$ cat config.mk
export PLATFORM = sky130hd
export DESIGN_NAME = ctrl_tile_sequencer
export DESIGN_NICKNAME = d
export VERILOG_FILES = /design/src/rtl/ctrl_tile_sequencer.sv
export SDC_FILE = /design/constraint.sdc
export NUM_CORES = 1
export LEC_CHECK = 0
export ABC_AREA = 1
export BUFFER_PORTS_ARGS = -buffer_cell sky130_fd_sc_hd__clkbuf_2
export CORE_MARGIN = 2
export CORE_UTILIZATION = 25
export DETAILED_ROUTE_END_ITERATION = 12
export MAX_ROUTING_LAYER = met4
export PLACE_DENSITY = 0.41
export SLEW_MARGIN = 30
export SYNTH_ARGS = -nofsm -noshare
export SYNTH_HDL_FRONTEND = slang
export SYNTH_SLANG_ARGS = --single-unit
$ cat constraint.sdc
create_clock -name clk -period 2.52 [get_ports clk]
set_clock_uncertainty 0.1 [all_clocks]
set_input_delay 0.378 -clock clk [delete_from_list [all_inputs] [get_ports clk]]
set_output_delay 0.378 -clock clk [all_outputs]
set_load 0.005 [all_outputs]
$ cat src/rtl/ctrl_tile_sequencer.sv
// Tile sequencer for the NxN array: N feed cycles then PIPE_LAT+1 drain cycles per tile, repeated for each tile.
// Outputs are registered (one-cycle latency) except feed_en/drain_en; stall freezes RUN; abort wins over stall.
module ctrl_tile_sequencer #(
    parameter int N        = 16,
    parameter int PIPE_LAT = 2,
    parameter int CNT_W    = 6,
    parameter int TILE_W   = 8
) (
    input  logic              clk,
    input  logic              rstn,
    input  logic              start,
    input  logic [TILE_W-1:0] num_tiles,
    input  logic              stall,
    input  logic              abort,
    output logic [CNT_W-1:0]  state_count,
    output logic [TILE_W-1:0] tile_idx,
    output logic [1:0]        phase,
    output logic              busy,
    output logic              feed_en,
    output logic              drain_en,
    output logic              tile_done,
    output logic              end_signal,
    output logic              aborted
);

    typedef enum logic [1:0] {
        S_IDLE = 2'b00,
        S_RUN  = 2'b01,
        S_DONE = 2'b10
    } state_t;

    localparam logic [CNT_W-1:0]  C_LAST = CNT_W'(N + PIPE_LAT);
    localparam logic [CNT_W-1:0]  C_N    = CNT_W'(N);
    localparam logic [TILE_W-1:0] C_ONE  = TILE_W'(1);

    state_t             r_state, w_state;
    logic [CNT_W-1:0]   r_cnt, w_cnt;
    logic [TILE_W-1:0]  r_tile_idx, w_tile_idx;
    logic [TILE_W-1:0]  r_tiles, w_tiles;
    logic               r_busy, w_busy;
    logic               r_tile_done, w_tile_done;
    logic               r_end, w_end;
    logic               r_aborted, w_aborted;
    logic               w_last_tile;

    assign w_last_tile = (r_tile_idx == (r_tiles - C_ONE));

    always_comb begin
        w_state     = r_state;
        w_cnt       = r_cnt;
        w_tile_idx  = r_tile_idx;
        w_tiles     = r_tiles;
        w_end       = r_end;
        w_tile_done = 1'b0;
        w_aborted   = 1'b0;
        case (r_state)
            S_IDLE, S_DONE: begin
                if (start) begin
                    w_state    = S_RUN;
                    w_cnt      = '0;
                    w_tile_idx = '0;
                    w_end      = 1'b0;
                    // A zero tile count would otherwise never terminate.
                    w_tiles    = (num_tiles == '0) ? C_ONE : num_tiles;
                end
            end
            S_RUN: begin
                if (abort) begin
                    w_state    = S_IDLE;
                    w_cnt      = '0;
                    w_tile_idx = '0;
                    w_end      = 1'b0;
                    w_aborted  = 1'b1;
                end else if (!stall) begin
                    if (r_cnt != C_LAST) begin
                        w_cnt = r_cnt + CNT_W'(1);
                    end else if (!w_last_tile) begin
                        w_cnt       = '0;
                        w_tile_idx  = r_tile_idx + C_ONE;
                        w_tile_done = 1'b1;
                    end else begin
                        w_state     = S_DONE;
                        w_cnt       = '1;
                        w_end       = 1'b1;
                        w_tile_done = 1'b1;
                    end
                end
            end
            default: begin
                w_state = S_IDLE;
                w_cnt   = '0;
            end
        endcase
        w_busy = (w_state == S_RUN);
    end

    always_ff @(posedge clk or negedge rstn) begin
        if (!rstn) begin
            r_state     <= S_IDLE;
            r_cnt       <= '0;
            r_tile_idx  <= '0;
            r_tiles     <= C_ONE;
            r_busy      <= 1'b0;
            r_tile_done <= 1'b0;
            r_end       <= 1'b0;
            r_aborted   <= 1'b0;
        end else begin
            r_state     <= w_state;
            r_cnt       <= w_cnt;
            r_tile_idx  <= w_tile_idx;
            r_tiles     <= w_tiles;
            r_busy      <= w_busy;
            r_tile_done <= w_tile_done;
            r_end       <= w_end;
            r_aborted   <= w_aborted;
        end
    end

    assign state_count = r_cnt;
    assign tile_idx    = r_tile_idx;
    assign phase       = r_state;
    assign busy        = r_busy;
    assign tile_done   = r_tile_done;
    assign end_signal  = r_end;
    assign aborted     = r_aborted;
    assign feed_en     = (r_state == S_RUN) && !stall && (r_cnt < C_N);
    assign drain_en    = (r_state == S_RUN) && !stall && (r_cnt >= C_N);

endmodule

==> impl_results.md <==
* Status: finished clean
* Worst path cell trace: inv_2, ha_1, inv_1, nand2_1, nand2_2, nor2_4, nand2_2, nor2_2, nand2_2, nor2_4, nand2_2, nand2_1, nand2_1, o22ai_1
* Via count at 1590
* Fmax at 482 MHz
* Die area at 0.00772 mm2
* Syn Nets at 256
* Post-route setup TNS at 0 ps
* Die W at 87.9 um
* Antenna violations before repair at 0
* Endpoints failing hold at 0
* Count leader, synth: nand2_1
* DR vias/cell at 4.29
* Clock Sinks at 28
* Synth async-reset ratio at 100%
* Synth cell count leaders: 62 x nand2_1, 32 x inv_1, 27 x dfrtp_1
* Syn Std Cell Area at 0.00176 mm2
* Yosys reg bits at 28
* R2R Path Start: r_tiles[0]
* Critical path arrival at 2170 ps
* Leakage Power at 1.06 nW
* First-pass GRT wire length at 7.54 mm
* Largest net degree at the start of global routing at 29
* DRT antenna net count at 0
* CP max-delay cell: dfstp_2
* TritonCTS Buffers at 3
* # rows at 30
* Die H at 87.9 um
* Clock transition at the registers of the reported paths at 90 ps
* Final Critical Period at 2080 ps
* Number of synthesis warnings at 0
* Crit path depth at 14
* CP bufs+invs at 2
* Share of the synthesized area in the top cell type at 38.4%
* Starting Density at 25.9%
* VDD IR-drop max at 191 uV
* Total Routed Length at 4.31 mm
* Gr usage total at 12.7%
* Register-to-Register Path Depth at 14
* Required @ worst endpoint at 2610 ps
* Final Setup Violations at 0
* Post-synthesis sequential area ratio at 39.9%
* Synth Instances at 239
* Fin. max-slew vios at 0
* Total core area at 0.00679 mm2
* Top cells by area, synth: dfrtp_1 38%, nand2_1 13%, inv_1 6.8%
* DR pass1 iterations at 4
* Vias in the first global route at 1635
* Synth area leader: dfrtp_1
* Tcrit/Tclk final at 82.4%
* Library cells used by synthesis at 33
* Max_slew headroom at 51.0%
* Slowest cell delay on critical path at 560 ps
* CTS resizes at 0
* Cts hold-fix bufs at 0
* GRT overflow at 0
* Main synth FF type: dfrtp_1
* RSZ-0062 raised after global routing: no
* Final hold slack at 50.5 ps
* Max-cap violations at 0
* Most frequent CP cell: nand2_2
* CP Class: reg2reg
* Share of layout cells above drive strength 1 at 23.3%
* Crit. End Element: register
* N_diodes at 0
* H-tree depth at 1
* Number of synthesized flops with an enable pin at 0
* Nets at 293
* Dpl hpwl at 3.38 mm
* CTS root buf: clkbuf_8
* Area delta synth->final at 18.6%
* Worst slew pin tran at 735 ps
* Postcts setup bufs at 0
* TritonCTS clock tree: built
* Beginning of the critical path: r_tiles[0]
* Clock latency on the worst-skew pair at 270 ps
* Avg Cell Area, Syn at 7.36 um2
* DRC Markers at 0
* # port buffers at 34
* Initial DRC Count at 57
* CP delay by family, top: simple AND/OR/NAND/NOR gates
* IO Pins at 35
* CP Launch Type: register
* WL/cell at 11.6 um
* Clock Path Buffers at 2
* Hold Path Class: in2async
* Crit Path Max Fanout at 6
* PwrDens at 558 mW/mm2
* Routability congestion estimate at 0.770
worst reg2reg max path, stage by stage, from the launching register on:
cell     delay [ps]
dfstp_2         560
inv_2            60
ha_1            290
inv_1            40
nand2_1          60
nand2_2          60
nor2_4           70
nand2_2          50
nor2_2          100
nand2_2          70
nor2_4          100
nand2_2          70
nand2_1          60
nand2_1         150
o22ai_1         170
cell families (layout without fill, tap and decap cells):
family                   Yosys count  count (layout)  synth area share (%)
multiplexers                       1               1                 0.641
AO/OA/AOI/OAI                     27              27                  8.90
AND/OR/NAND/NOR                  138             138                  37.7
buffers and inverters             37              73                  7.97
XOR/XNOR                           4               4                  1.99
flip-flops                        28              28                  39.9
adder cells (fa/ha/maj)            4               4                  2.85
flip-flops by register name (all words and copies together) (netlist names):
name,flops
aborted,1
busy,1
end_signal,1
phase,2
r_tiles,8
state_count,6
tile_done,1
tile_idx,8
placed cells by master (no fill, tap or decap), types with 2 or more instances in the layout:
| cell | count |
|---|---|
| nand4_1 | 4 |
| nand3_1 | 21 |
| o22ai_1 | 6 |
| nor2_1 | 24 |
| nand2_4 | 3 |
| nand2_2 | 8 |
| nor2_2 | 4 |
| nand2_1 | 62 |
| nor4_1 | 2 |
| clkbuf_2 | 34 |
| a21oi_1 | 10 |
| ha_1 | 4 |
| nor3_1 | 3 |
| nor2_4 | 2 |
| xnor2_1 | 3 |
| inv_2 | 3 |
| o21ai_0 | 6 |
| clkbuf_8 | 3 |
| inv_1 | 32 |
| dfrtp_1 | 27 |
path summary, 6_finish.rpt:
kind | end | slack (ps)
max reg2reg | state_count[0] | 440
min in group clk | r_tiles[5] | 250
max in group asynchronous | tile_idx[4] | 1810
max | state_count[0] | 440
min | phase[0] | 50
min reg2reg | end_signal | 400
metal layers:
metal  wire length [um]  up-vias  track usage [%]
met5                  0        -                -
met4                 44        0             3.78
met3                130        5             1.70
met2               2090       25             21.2
met1               2050      724             16.1
li1                   -      836                -
per-stage QoR:
stage / setup WS [ps] / power (mW) / area, um2 / utilization [%] / std cells
floorplan: 585 / 0.816 / 1760 / - / 239
global placement: 461 / 0.926 / 2040 / 30.0 / 367
detailed placement: 446 / 0.926 / 2040 / 30.0 / 367
CTS: 425 / 1.19 / 2080 / 30.7 / 371
global route: 229 / 1.25 / 2080 / 30.7 / 371
finish: 444 / 1.16 / 2080 / 30.7 / 371
report_power, final:
group | internal, mW | switching, mW
Clock | 0.113 | 0.140
Combinational | 0.133 | 0.229
Sequential | 0.494 | 0.0558
cell type report:
type / instances / area, um2
timing repair buffer: 34 / 170
multi-input combinational: 174 / 916
tap: 96 / 120
inverter: 35 / 131
clock buffer: 4 / 45.0
fill: 751 / 4710
sequential: 28 / 702
Note: power is estimated with default switching activity, not from simulation.
